===== src/rtl/regfile_mp_if.sv =====
// Bus bundle for the multi-port register file: read ports, write ports and busy-set request.
// The master side is decode/writeback; the slave side is regfile_mp.
interface regfile_mp_if #(
  parameter int unsigned XLEN   = 32,
  parameter int unsigned NREG   = 32,
  parameter int unsigned NUM_RD = 2,
  parameter int unsigned NUM_WR = 1
);
  localparam int unsigned AW = $clog2(NREG);

  logic [NUM_RD-1:0]      rd_en_i;
  logic [NUM_RD*AW-1:0]   rd_addr_i;
  logic [NUM_RD*XLEN-1:0] rd_data_o;
  logic [NUM_RD-1:0]      rd_busy_o;
  logic [NUM_WR-1:0]      wr_en_i;
  logic [NUM_WR*AW-1:0]   wr_addr_i;
  logic [NUM_WR*XLEN-1:0] wr_data_i;
  logic                   bsy_set_i;
  logic [AW-1:0]          bsy_addr_i;

  modport master (
    output rd_en_i, rd_addr_i, wr_en_i, wr_addr_i, wr_data_i, bsy_set_i, bsy_addr_i,
    input  rd_data_o, rd_busy_o
  );

  modport slave (
    input  rd_en_i, rd_addr_i, wr_en_i, wr_addr_i, wr_data_i, bsy_set_i, bsy_addr_i,
    output rd_data_o, rd_busy_o
  );
endinterface


===== src/rtl/regfile_mp.sv =====
// Multi-port register file with hardwired-zero x0, registered reads and a busy scoreboard.
// Define RF_BYPASS_EN to forward same-cycle writes and busy updates to the read ports.
module regfile_mp #(
  parameter int unsigned XLEN   = 32,
  parameter int unsigned NREG   = 32,
  parameter int unsigned NUM_RD = 2,
  parameter int unsigned NUM_WR = 1
) (
  input logic         clk_i,
  input logic         rst_ni,
  regfile_mp_if.slave rf
);
  localparam int unsigned AW = $clog2(NREG);

  logic [XLEN-1:0]        regs     [NREG];
  logic [XLEN-1:0]        regs_nxt [NREG];
  logic [NREG-1:0]        busy;
  logic [NREG-1:0]        busy_nxt;
  logic [NUM_RD*XLEN-1:0] rd_data;
  logic [NUM_RD-1:0]      rd_busy;

  // Ascending port order lets the highest-index writer win; the busy set is applied
  // after the writeback clears so a newly issued producer overrides a retiring one.
  always_comb begin
    regs_nxt = regs;
    busy_nxt = busy;
    for (int unsigned w = 0; w < NUM_WR; w++) begin
      if (rf.wr_en_i[w] && (rf.wr_addr_i[w*AW +: AW] != '0)) begin
        regs_nxt[rf.wr_addr_i[w*AW +: AW]] = rf.wr_data_i[w*XLEN +: XLEN];
        busy_nxt[rf.wr_addr_i[w*AW +: AW]] = 1'b0;
      end
    end
    if (rf.bsy_set_i && (rf.bsy_addr_i != '0)) begin
      busy_nxt[rf.bsy_addr_i] = 1'b1;
    end
  end

  always_ff @(posedge clk_i or negedge rst_ni) begin
    if (!rst_ni) begin
      regs    <= '{default: '0};
      busy    <= '0;
      rd_data <= '0;
      rd_busy <= '0;
    end else begin
      regs <= regs_nxt;
      busy <= busy_nxt;
      for (int unsigned p = 0; p < NUM_RD; p++) begin
        if (rf.rd_en_i[p]) begin
`ifdef RF_BYPASS_EN
          rd_data[p*XLEN +: XLEN] <= regs_nxt[rf.rd_addr_i[p*AW +: AW]];
          rd_busy[p]              <= busy_nxt[rf.rd_addr_i[p*AW +: AW]];
`else
          rd_data[p*XLEN +: XLEN] <= regs[rf.rd_addr_i[p*AW +: AW]];
          rd_busy[p]              <= busy[rf.rd_addr_i[p*AW +: AW]];
`endif
        end
      end
    end
  end

  assign rf.rd_data_o = rd_data;
  assign rf.rd_busy_o = rd_busy;
endmodule


===== src/flat_wrapper.sv =====
// flat-port wrapper written by rule: the top's interface ports become plain ports
module regfile_mp_flat 
#(
  parameter int unsigned XLEN   = 32,
  parameter int unsigned NREG   = 32,
  parameter int unsigned NUM_RD = 2,
  parameter int unsigned NUM_WR = 1
)
  (clk_i, rst_ni, rf_rd_en_i, rf_rd_addr_i, rf_wr_en_i, rf_wr_addr_i, rf_wr_data_i, rf_bsy_set_i, rf_bsy_addr_i, rf_rd_data_o, rf_rd_busy_o);
  regfile_mp_if #(.XLEN(XLEN), .NREG(NREG), .NUM_RD(NUM_RD), .NUM_WR(NUM_WR)) rf_i ();
  input logic clk_i;
  input logic rst_ni;
  input wire logic [$bits(rf_i.rd_en_i)-1:0] rf_rd_en_i;
  input wire logic [$bits(rf_i.rd_addr_i)-1:0] rf_rd_addr_i;
  input wire logic [$bits(rf_i.wr_en_i)-1:0] rf_wr_en_i;
  input wire logic [$bits(rf_i.wr_addr_i)-1:0] rf_wr_addr_i;
  input wire logic [$bits(rf_i.wr_data_i)-1:0] rf_wr_data_i;
  input wire logic [$bits(rf_i.bsy_set_i)-1:0] rf_bsy_set_i;
  input wire logic [$bits(rf_i.bsy_addr_i)-1:0] rf_bsy_addr_i;
  output wire logic [$bits(rf_i.rd_data_o)-1:0] rf_rd_data_o;
  output wire logic [$bits(rf_i.rd_busy_o)-1:0] rf_rd_busy_o;
  assign rf_i.rd_en_i = rf_rd_en_i;
  assign rf_i.rd_addr_i = rf_rd_addr_i;
  assign rf_i.wr_en_i = rf_wr_en_i;
  assign rf_i.wr_addr_i = rf_wr_addr_i;
  assign rf_i.wr_data_i = rf_wr_data_i;
  assign rf_i.bsy_set_i = rf_bsy_set_i;
  assign rf_i.bsy_addr_i = rf_bsy_addr_i;
  assign rf_rd_data_o = rf_i.rd_data_o;
  assign rf_rd_busy_o = rf_i.rd_busy_o;
  regfile_mp #(.XLEN(XLEN), .NREG(NREG), .NUM_RD(NUM_RD), .NUM_WR(NUM_WR)) u_core (.clk_i(clk_i), .rst_ni(rst_ni), .rf(rf_i));
endmodule

===== config.mk =====
export PLATFORM = sky130hd
export DESIGN_NAME = regfile_mp_flat
export DESIGN_NICKNAME = d
export VERILOG_FILES = /design/src/rtl/regfile_mp_if.sv /design/src/rtl/regfile_mp.sv /design/src/flat_wrapper.sv
export SDC_FILE = /design/constraint.sdc
export NUM_CORES = 2
export LEC_CHECK = 0
export CAP_MARGIN = 10
export CORE_MARGIN = 3
export CORE_UTILIZATION = 50
export DETAILED_ROUTE_END_ITERATION = 10
export HOLD_SLACK_MARGIN = 0.02
export PLACE_DENSITY_LB_ADDON = 0.25
export SLEW_MARGIN = 25
export SYNTH_ARGS = -nofsm -noshare
export SYNTH_HDL_FRONTEND = slang
export SYNTH_SLANG_ARGS = --single-unit

===== constraint.sdc =====
create_clock -name clk_i -period 1.6 [get_ports clk_i]
set_input_delay 0.32 -clock clk_i [delete_from_list [all_inputs] [get_ports clk_i]]
set_output_delay 0.32 -clock clk_i [all_outputs]
set_load 0.005 [all_outputs]

* Word level (Yosys, flattened, before mapping)
Index checks and enable logic that the tools add are counted.
** Cells by class
- Reductions and logical operators :: 7
- Multiplexer cells :: 19
- Magnitude comparators :: 10
- Div/mod/pow operators :: 0
- Shifts and indexed selects :: 0
- Add/sub/neg operators :: 0
- Multipliers :: 0
- Equal/unequal tests :: 0
- Bitwise logic cells :: 6
** Operators by type and width (number)
- bitwise mux 1024 bit :: 1
- binary-select mux 32 bit (select 5 bit) :: 2
- two-way mux 32 bit :: 7
- demux 32 bit (select 5 bit) :: 1
- bitwise AND 32 bit :: 1
- inverter 32 bit :: 1
- OR 32 bit :: 1
- less-than comparator 5 x 6 -> 1 bit (second input constant) :: 4
- greater-or-equal comparator 6 bit (second input constant) :: 3
- inverter 5 -> 6 bit :: 3
- binary-select mux 1 bit (select 5 bit) :: 2
- demux 1 bit (select 5 bit) :: 2
- greater-or-equal comparator 5 x 1 -> 1 bit (second input constant) :: 2
- nonzero test 5 bit :: 2
- less-than comparator 6 x 1 -> 1 bit (second input constant) :: 1
- logical AND 1 bit :: 5
- two-way mux 1 bit :: 4
** Word-level totals
- Input bits :: 58
- Flip-flop bits (word level) :: 1122
- Word-level logic and storage cells :: 79
- Memories kept :: 0
- Latch bits :: 0
- RAM bits :: 0
- Memory bits (read-only) :: 0

* Depth between registers and ports, before layout
- Depth after elaboration :: 9
- Gate-level depth with buffers :: 8

* Worst setup path after synthesis
OpenSTA, ideal clock, no wires.
- Path type :: input -> register
- From :: input port rf_rd_addr_i[6]
- To :: register u_core.rd_data[37] (netlist: u_core.rf.rd_data_o[37])
- Data required time :: 1475 ps
- Library setup time :: 125 ps
- Stages :: 7
- Data arrival time :: 1684 ps
- Setup slack :: -209 ps
- Cell sequence :: nor2_1 > clkbuf_1 > clkbuf_1 > a22oi_1 > a21oi_1 > nor4_1 > mux2_2
** Between the ends
- Longest elaborated chain between the ends :: 4
** Ends and longest elaborated chain
- start, declared :: RTL line flat_wrapper.sv:14 : input wire logic [$bits(rf_i.rd_addr_i)-1:0] rf_rd_addr_i;
- inverter 5 -> 6 bit (implied by the code) :: RTL line regfile_mp.sv:53 : rd_data[p*XLEN +: XLEN] <= regs[rf.rd_addr_i[p*AW +: AW]];
- binary-select mux 32 bit (select 5 bit) :: RTL line regfile_mp.sv:53
- two-way mux 32 bit (implied by the code) (2 in series) :: RTL line regfile_mp.sv:53
- end signal, assigned by index :: RTL line regfile_mp.sv:53
- end, declared :: RTL line regfile_mp.sv:19 : logic [NUM_RD*XLEN-1:0] rd_data;
Every way passes these cells. The select of a mux whose other input is x is not followed.
A chain may end at the register's enable or synchronous reset.

* Worst setup path after layout
- From :: input port rf_rd_addr_i[3]
- To :: register u_core.rd_data[2] (netlist: u_core.rf.rd_data_o[2])
Same word-level chain as after synthesis.

==> results by group <==
Synthesis
  • Syn Inst Count: 4736
  • Yosys warning total: 0
  • Main area contributors after synthesis: dfrtp_1 47%, mux2_2 20%, mux2i_1 18%
  • Yosys top cell area share: roughly 47%
  • Dominant register cell in the synthesized netlist: dfrtp_1
  • Syn_area_per_cell: roughly 13 um2
  • Most common cell in the netlist: dfrtp_1
  • EDFF count, synth: 0
  • Leading area contributor after synthesis: dfrtp_1
  • Post-synthesis register bit count: approximately 1100
  • Syn Nets: approximately 4800
  • Post-synthesis cell type count: 37
  • Top post-synthesis cells by count: 1122 x dfrtp_1, 1056 x mux2i_1, 1029 x mux2_2, 528 x a22oi_1, 264 x a21oi_1
  • Synthesized area: 59420 um2
  • Post-synthesis sequential area ratio: a little under half
  • Ys async rst share: 100.0%

Power and ir drop
  • Net Sw Frac: 28.81%
  • Seq pwr share: ~45%
  • Total power: around 84 mW
  • LEAKAGE: between 30 and 40 nW
  • Internal power: roughly 60 mW
  • Switch Pwr: approximately 24 mW
  • Combinational share of power: between 20% and 30%
  • Clock power frac: between 30% and 40%
  • Peak VDD IR: roughly 1.1 mV
  • Pwr Density: about 1200 nW/um2

GRT
  • GRT Residual Overflow: 0
  • Initial antenna violation count: 1
  • Largest net degree at the start of global routing: 84
  • Vias in the first global route: approximately 45000
  • Total GRT Usage: a little under a third
  • First-pass GRT wire length: between 200000 and 300000 um

Finish
  • Multi-input logic area: 29750 um2
  • Fill cell total of the finished layout: around 9000
  • Share of post-route cells with drive strength above 1: between 30% and 40%
  • Register area: 28090 um2
  • Layout area overhead: 21.72%
  • Design Area, Final: ~72000 um2
  • # nets final: between 5000 and 6000

Die
  • Core ar.: between 100000 and 150000 um2
  • Die Wd: 350.7 um
  • Die Area: between 100000 and 150000 um2
  • Top Ports: around 120
  • Die height: roughly 350 um
  • Initial Util: 50.79%
  • Row cnt: between 100 and 150

Setup path
  • Crit end category: register
  • Setup crit start kind: input port
  • CP Class: in2reg
  • Crit path DAT: between 2 and 2.5 ns
  • Crit Path Max Fanout: 10
  • Critical path data required time: between 2 and 2.5 ns

Route
  • Final wirelength: 198900 um
  • Vias per cell: between 6 and 7
  • Number of remaining DRC errors: 0
  • Vias: around 44000
  • Initial DRC Count: 4569
  • Wire per inst: between 20 and 30 um
  • Remaining antenna violation count: 0
  • DR pass1 iterations: 6

Placed design
  • Port Buf Inserts: around 120
  • Placed wire-length estimate: between 100000 and 150000 um
  • Dpl cell area: just under 70000 um2
  • Placer Congestion: approximately 0.88

Clock network
  • Clock Sink Count: around 1100
  • CTS H-tree lvls: 3
  • Clk Latency, worst-skew pair: approximately 0.74 ns
  • CTS root buffer: clkbuf_16
  • Clock transition at the registers of the reported paths: about 0.06 ns
  • Clk buf depth: 3
  • CTS tree: done
  • Total CTS buffers: about 120

STA
  • Slew margin rel.: about 65%
  • Worst-Margin Slew: about 0.53 ns
  • Fin. max-slew vios: 0
  • RSZ-0062 raised after global routing: yes
  • Max Fclk: 596.1 MHz
  • Final setup viols: 21
  • Final min period: between 1.5 and 2 ns
  • Setup ws final: -0.07746 ns
  • Final period util: 104.8%
  • Clock Skew: approximately 0.027 ns
  • Hold Violations, Final: 0

Hold path
  • Min-Delay Path Class: in2async

Status
  • Run status: complete, but fails checks
  • Failing checks: negative setup slack

Job
  • Max-Cap Viols: 0
stage by stage:
stage / TNS (ns) / utilization, % / cells / setup slack, ns / hold WS (ns)
finish: -0.6671 / 61.82 / 6700 / -0.07746 / 0.09436
global route: -1.305 / 61.82 / 6699 / -0.07529 / 0.1145
CTS: -1.520 / 61.46 / 6690 / -0.1015 / 0.06383
detailed placement: -850.07 / 57.89 / 6441 / -1.312 / 0.2381
global placement: -824.14 / 57.89 / 6441 / -1.329 / 0.2313
floorplan: -25.52 / - / 4736 / -0.1917 / 0.02441
final cells by class:
type                       instances  share of cell area (%)
tap                             1524                   2.636
clock buffer                     185                   4.892
sequential                      1122                   38.84
timing repair buffer             726                   11.87
multi-input combinational       3102                   41.14
inverter                           4                 0.02076
antenna                            1                0.003460
clock inverter                    36                  0.6055
registers in the layout, summed over array words and instances (netlist names):
signal / cells
u_core.busy: 32
u_core.regs: 1024
u_core.rf.rd_data_o: 64
u_core.rf.rd_busy_o: 2
final timing paths:
check	depth (start not counted)	slack, ns	to	startpoint
worst max-delay path	8	-0.08	u_core.rf.rd_data_o[2]$_DFFE_PN0P_	rf_rd_addr_i[3]
worst min-delay path	2	0.09	u_core.busy[19]$_DFF_PN0_	rst_ni
worst max register to register	7	0.03	u_core.rf.rd_data_o[60]$_DFFE_PN0P_	u_core.regs[508]$_DFFE_PN0P_
worst min register to register	0	0.40	u_core.regs[1006]$_DFFE_PN0P_	u_core.regs[1006]$_DFFE_PN0P_
max in group asynchronous	4	0.60	u_core.regs[689]$_DFFE_PN0P_	rst_ni
min in group clk_i	3	0.13	u_core.rf.rd_data_o[43]$_DFFE_PN0P_	rf_rd_en_i[1]
power groups by stage:
stage | clock network [mW] | logic (mW) | registers [mW]
after floorplan | 0 | 11.9 | 37.1
after global placement | 0 | 16.9 | 38.0
after detailed placement | 0 | 17.3 | 38.4
after CTS | 28.4 | 17.4 | 37.9
after global routing | 29.6 | 19.1 | 38.7
final | 28.1 | 17.6 | 38.1
metal layers:
layer / wire length (um) / track usage (%)
met3: 16020 / 5.179
met2: 90070 / 49.97
met1: 83240 / 43.71
met4: 9622 / 13.81
met5: 0 / 0
timing repair:
item / in CTS / in global routing
hold endpoints to repair: 506 / 0
setup buffers: 22 / 6
resized for setup: 321 / 69
endpoints found under the setup margin: 596 / 108
gates cloned: 5 / 4
pin swaps: 7 / 20
hold buffers: 1 / 0
placed cells by master, fill, tap and decap left out, drive strengths merged, types with 14 or more instances in the layout:
cell type      instances
dfrtp               1122
mux2                1058
mux2i               1056
buf                  667
a22oi                528
a21oi                264
clkbuf               191
nor4                  67
clkdlybuf4s50         41
clkinv                27
o21ai                 23
nand2                 22
nor2                  18
nand2b                14
critical path: stages:
cell	delay [ns]
clkdlybuf4s50_1	0.48
buf_4	0.19
nand2_2	0.23
buf_8	0.25
buf_4	0.20
a21oi_1	0.07
nor4_2	0.36
mux2_2	0.22
logic make-up after synthesis:
kind of cell	share of synthesized area (%)
AO/OA/AOI/OAI	9.341
buffers and inverters	3.862
flip-flops	47.25
multiplexers	38.02
AND/OR/NAND/NOR	1.522
(Power assumes the default switching activity.)
